**src/rtl/req_grant_pkg.sv**
```systemverilog
// Shared types and defaults for the round-robin request/grant arbiter.
// Holds the FSM state encoding and the pointer wrap helper.
package req_grant_pkg;

    localparam int unsigned DEF_N_REQ    = 32'd4;
    localparam int unsigned DEF_MAX_HOLD = 32'd8;

    typedef enum logic [1:0] {
        IDLE    = 2'd0,
        GRANT   = 2'd1,
        RELEASE = 2'd2
    } arb_state_e;

    // Increment an index and wrap it back to zero at the modulus.
    function automatic int unsigned wrap_inc(input int unsigned value, input int unsigned modulus);
        int unsigned nxt_v;
        nxt_v = value + 32'd1;
        if (nxt_v >= modulus) begin
            return 32'd0;
        end else begin
            return nxt_v;
        end
    endfunction

endpackage

```
**src/rtl/req_grant_arbiter_rr_pick.sv**
```systemverilog
// Rotating-priority picker: finds the first set bit of req_mask searching
// upward from ptr with wrap-around. Purely combinational.
module rr_pick #(
    parameter int unsigned N_REQ = 32'd4,
    parameter int unsigned PTR_W = $clog2(N_REQ)
) (
    input  logic [N_REQ-1:0] req_mask,
    input  logic [PTR_W-1:0] ptr,
    output logic             found,
    output logic [PTR_W-1:0] idx
);

    localparam int unsigned CW = PTR_W + 32'd1;

    logic [CW-1:0] cand_s;

    // Walk every candidate in rotating order and keep the first hit.
    always_comb begin
        found  = 1'b0;
        idx    = '0;
        cand_s = '0;
        for (int i = 0; i < int'(N_REQ); i++) begin
            cand_s = {1'b0, ptr} + CW'(i);
            if (cand_s >= CW'(N_REQ)) begin
                cand_s = cand_s - CW'(N_REQ);
            end else begin
                cand_s = cand_s;
            end
            if (!found && req_mask[cand_s[PTR_W-1:0]]) begin
                found = 1'b1;
                idx   = cand_s[PTR_W-1:0];
            end else begin
                found = found;
            end
        end
    end

endmodule

```
**src/rtl/req_grant_arbiter.sv**
```systemverilog
// Round-robin arbiter with a per-owner hold limit. Grants are registered,
// released owners hand over without a bubble, and over-long owners are pre-empted.
module req_grant_arbiter
    import req_grant_pkg::*;
#(
    parameter int unsigned N_REQ    = DEF_N_REQ,
    parameter int unsigned MAX_HOLD = DEF_MAX_HOLD
) (
    input  logic                     clk,
    input  logic                     rst,
    input  logic [N_REQ-1:0]         req,
    output logic [N_REQ-1:0]         grant,
    output logic                     grant_valid,
    output logic [$clog2(N_REQ)-1:0] grant_id,
    output logic                     timeout
);

    localparam int unsigned ID_W   = $clog2(N_REQ);
    localparam int unsigned HOLD_W = $clog2(MAX_HOLD);
    localparam logic [HOLD_W-1:0] HOLD_LAST = HOLD_W'(MAX_HOLD - 32'd1);

    arb_state_e        state_r, state_s;
    logic [N_REQ-1:0]  grant_r, grant_s;
    logic [ID_W-1:0]   owner_r, owner_s;
    logic [ID_W-1:0]   rr_ptr_r, rr_ptr_s;
    logic [HOLD_W-1:0] hold_cnt_r, hold_cnt_s;
    logic              valid_r, valid_s;
    logic              timeout_r, timeout_s;

    logic              pick_found_s;
    logic [ID_W-1:0]   pick_idx_s;
    logic [N_REQ-1:0]  pick_grant_s;
    logic [ID_W-1:0]   pick_next_ptr_s;

    rr_pick #(
        .N_REQ (N_REQ),
        .PTR_W (ID_W)
    ) u_rr_pick (
        .req_mask (req),
        .ptr      (rr_ptr_r),
        .found    (pick_found_s),
        .idx      (pick_idx_s)
    );

    // Decode the picked index into a one-hot grant and the pointer that follows it.
    always_comb begin
        pick_grant_s             = '0;
        pick_grant_s[pick_idx_s] = 1'b1;
        pick_next_ptr_s          = ID_W'(wrap_inc(32'(pick_idx_s), N_REQ));
    end

    // Next-state and next-output logic; the ex-owner sits just before rr_ptr so it is searched last.
    always_comb begin
        state_s    = state_r;
        grant_s    = '0;
        owner_s    = '0;
        rr_ptr_s   = rr_ptr_r;
        hold_cnt_s = hold_cnt_r;
        timeout_s  = 1'b0;
        valid_s    = 1'b0;

        case (state_r)
            IDLE, RELEASE: begin
                if (pick_found_s) begin
                    state_s    = GRANT;
                    grant_s    = pick_grant_s;
                    owner_s    = pick_idx_s;
                    rr_ptr_s   = pick_next_ptr_s;
                    hold_cnt_s = '0;
                end else begin
                    state_s = IDLE;
                end
            end
            GRANT: begin
                if (!req[owner_r]) begin
                    // A voluntary release wins over the hold limit, so no timeout here.
                    if (pick_found_s) begin
                        state_s    = GRANT;
                        grant_s    = pick_grant_s;
                        owner_s    = pick_idx_s;
                        rr_ptr_s   = pick_next_ptr_s;
                        hold_cnt_s = '0;
                    end else begin
                        state_s = IDLE;
                    end
                end else if (hold_cnt_r < HOLD_LAST) begin
                    grant_s    = grant_r;
                    owner_s    = owner_r;
                    hold_cnt_s = hold_cnt_r + HOLD_W'(1);
                end else begin
                    state_s   = RELEASE;
                    timeout_s = 1'b1;
                end
            end
            default: begin
                state_s = IDLE;
            end
        endcase

        valid_s = |grant_s;
    end

    // State and output registers with synchronous reset.
    always_ff @(posedge clk) begin
        if (rst) begin
            state_r    <= IDLE;
            grant_r    <= '0;
            owner_r    <= '0;
            rr_ptr_r   <= '0;
            hold_cnt_r <= '0;
            valid_r    <= 1'b0;
            timeout_r  <= 1'b0;
        end else begin
            state_r    <= state_s;
            grant_r    <= grant_s;
            owner_r    <= owner_s;
            rr_ptr_r   <= rr_ptr_s;
            hold_cnt_r <= hold_cnt_s;
            valid_r    <= valid_s;
            timeout_r  <= timeout_s;
        end
    end

    assign grant       = grant_r;
    assign grant_valid = valid_r;
    assign grant_id    = owner_r;
    assign timeout     = timeout_r;

endmodule

```
**config.mk**
```make
export PLATFORM = sky130hd
export DESIGN_NAME = req_grant_arbiter
export DESIGN_NICKNAME = d
export VERILOG_FILES = /design/src/rtl/req_grant_pkg.sv /design/src/rtl/req_grant_arbiter_rr_pick.sv /design/src/rtl/req_grant_arbiter.sv
export SDC_FILE = /design/constraint.sdc
export NUM_CORES = 1
export LEC_CHECK = 0
export BUFFER_PORTS_ARGS = -buffer_cell sky130_fd_sc_hd__buf_2
export CAP_MARGIN = 20
export CORE_UTILIZATION = 40
export CTS_CLUSTER_DIAMETER = 80
export DETAILED_ROUTE_END_ITERATION = 8
export SKIP_LAST_GASP = 1
export SLEW_MARGIN = 10
export SYNTH_ARGS = -nofsm -noshare
export SYNTH_HDL_FRONTEND = slang
export SYNTH_HIERARCHICAL = 1
export SYNTH_SLANG_ARGS = --single-unit
```
**constraint.sdc**
```tcl
create_clock -name clk -period 2.5 [get_ports clk]
set_clock_uncertainty 0.15 [all_clocks]
set_input_delay 0.5 -clock clk [delete_from_list [all_inputs] [get_ports clk]]
set_output_delay 0.5 -clock clk [all_outputs]
set_load 0.02 [all_outputs]
```
==> flow_summary.toml <==
[status]
outcome = "finished, final reports clean"

[power]
p_leak_nw = 0.410
power_frac_comb = 0.344
clockPowerShare = 0.207
seqPwrFrac = 0.449
peakVddDrop_mv = 0.563
fin_total_pwr_mw = 0.677
switching_share = 0.357
p_int_mw = 0.435
p_sw_mw = 0.241
power.density_mw_per_mm2 = 744

[worst_setup_path]
setup.worst_path.start = "rr_ptr_r[0]$_SDFFE_PP0P_"
crit_type = "flip-flop to flip-flop"
critPathCaptureType = "flip-flop"
crit_path_frequent_cell = "a21oi_1"
critical_path_required_ps = 2510
cp_num_buf_inv = 2
cp.arrival_ps = 1960
slowest_delay_ps = 380
start_kind = "flip-flop"
crit_family = "compound AO/OA/AOI/OAI gates"
worst_r2r_startpoint = "rr_ptr_r[0]$_SDFFE_PP0P_"
critPathMaxFanout = 4
cp_cell_sequence = "inv_2 -> a221o_1 -> a21oi_1 -> inv_1 -> ha_1 -> o41ai_1 -> a21oi_1"
cp_slowest_cell = "dfxtp_1"

[clock_tree]
postCtsSetupBuffers = 0
cts_resized = 0
htreeDepth = 1
root_buffer = "clkbuf_4"
cts_tree = "built"
cts.clk_slew.worst_paths_ps = 100
postCtsHoldBufs = 0
cts_sinks = 15
clock_latency_ps = 290
clockBufferDepth = 2
numCtsBuffers = 3

[placement]
portBuffers = 13
post-dp-hpwl_mm = 1.15
place.gp.congestion = 0.696

[flow_run]
drv_cap = 0

[die]
die_width_um = 46.7
initial_core_util = 0.443
die_h_um = 46.7
core_area_mm2 = 0.00180
rows = 15
dieArea_mm2 = 0.00218
io_pins = 14

[yosys]
synth_cells = 87
netlist.area_leader.share = 0.376
synth.yosys.seq_area_share = 0.376
async_reset_ff_frac = 0
synth_top_flop_cell = "dfxtp_1"
synth_area_leaders = "dfxtp_1, ha_1, a22oi_1"
ys_ff_latch = 15
yosysWarnings = 6
synth_area_leader_cell = "dfxtp_1"
synth_edf_count = 0
ys_types = 31
synth_nets = 98
syn_area_um2 = 798
syn_avg_cell_area_um2 = 9.18

[timing]
tns_ps = 0
slew_headroom = 0.713
setup_viol = 0
grt_setup_unrepaired = "no"
period_minus_slack_ps = 1950
hold_violations = 0
clock.fmax_mhz = 512
post-route-period-util = 0.781
final_max_slew_viol_count = 0
tightest_slew_ps = 430
hold_slack_ps = 372

[detailed_routing]
drt_iter0_markers = 11
vias = 671
avgRoutedWirePerCell_um = 12.2
ant_nets = 0
drt_wl_total_mm = 1.55
via_per_inst = 5.28
drc = 0
drt-pass1-iter-count = 4

[final_layout]
area_growth_syn_to_layout_pct = 13.9
layout.nets = 114
n_fill_cell = 186
layout_commonest_cell = "dfxtp_1"
diodes = 0
layout-drive-gt1-share = 0.255
final_cell_mix = "dfxtp_1, buf_2, nor2_1"

[grt]
overflow = 0
grt_usage = 0.173
grt_pass1_wl_mm = 2.59
grt_pass1_vias = 610
antenna_found_initial = 0
grt_start_max_net_pins = 17

[hold_path]
worst_hold_startpoint = "hold_cnt_r[2]$_SDFFE_PP0P_"
min_path_type = "flip-flop to flip-flop"
## layout make-up
cell class / count / area [um2] / area share
clock buffer: 3 / 22.5 / 0.0248
clock inverter: 1 / 5.00 / 0.00550
inverter: 8 / 30.0 / 0.0330
multi-input combinational: 61 / 448 / 0.492
sequential: 15 / 300 / 0.330
tap: 25 / 31.3 / 0.0344
timing repair buffer: 14 / 72.6 / 0.0798
## cells in the mapped netlist (2+ instances only)
cell,instances
nor2b_1,2
nor2_1,11
nor3_1,3
a21oi_1,6
nand2_1,2
a221o_1,2
o41ai_1,2
a22oi_1,6
dfxtp_1,15
inv_1,7
nand3_1,4
ha_1,5
mux2i_1,4
## tightest hold or removal path, cell delays in order, from the launching register on
cell,delay [ps]
dfxtp_1,350
nand3_1,80
a21oi_1,50
## power groups by stage
stage / registers (mW) / clock network, mW / logic [mW]
after global placement: 0.309 / 0 / 0.234
after detailed placement: 0.309 / 0 / 0.235
after global routing: 0.309 / 0.158 / 0.261
after floorplan: 0.327 / 0 / 0.158
after CTS: 0.304 / 0.144 / 0.237
final: 0.304 / 0.140 / 0.233
## worst paths after layout
check / endpoint / slack [ps] / cells after the start
min reg2reg: hold_cnt_r[2]$_SDFFE_PP0P_ / 370 / 2
max reg2reg: grant_valid$_SDFF_PP0_ / 550 / 7
max: grant_valid$_SDFF_PP0_ / 550 / 7
min: hold_cnt_r[2]$_SDFFE_PP0P_ / 370 / 2
## routing by layer
layer,vias to the layer above,GRT usage,wire length (um)
met5,-,0,0
met4,0,0.0514,19
met3,2,0.0824,54
met2,9,0.269,728
met1,313,0.210,743
li1,347,-,-
## state kept, by name, summed over array words and instances (netlist names)
name         flops
grant            4
grant_id         2
grant_valid      1
hold_cnt_r       3
rr_ptr_r         2
state_r          2
timeout          1
## logic make-up (layout without fill, tap and decap cells)
kind of cell	Yosys count	after routing	synth area share
flip-flops	15	15	0.376
adder cells (fa/ha/maj)	5	5	0.0784
AND/OR/NAND/NOR	28	28	0.190
multiplexers	5	5	0.0784
buffers and inverters	11	26	0.0627
AO/OA/AOI/OAI	23	23	0.215
## stage by stage
| step | area (um2) | worst slack [ps] | util | instances |
|---|---|---|---|---|
| final | 910 | 547 | 0.505 | 127 |
| after global routing | 910 | 410 | 0.505 | 127 |
| after CTS | 910 | 516 | 0.505 | 127 |
| after detailed placement | 882 | 222 | 0.490 | 123 |
| after global placement | 882 | 223 | 0.490 | 123 |
| after floorplan | 798 | 360 | - | 87 |
Note: power is estimated with default switching activity, not from simulation.
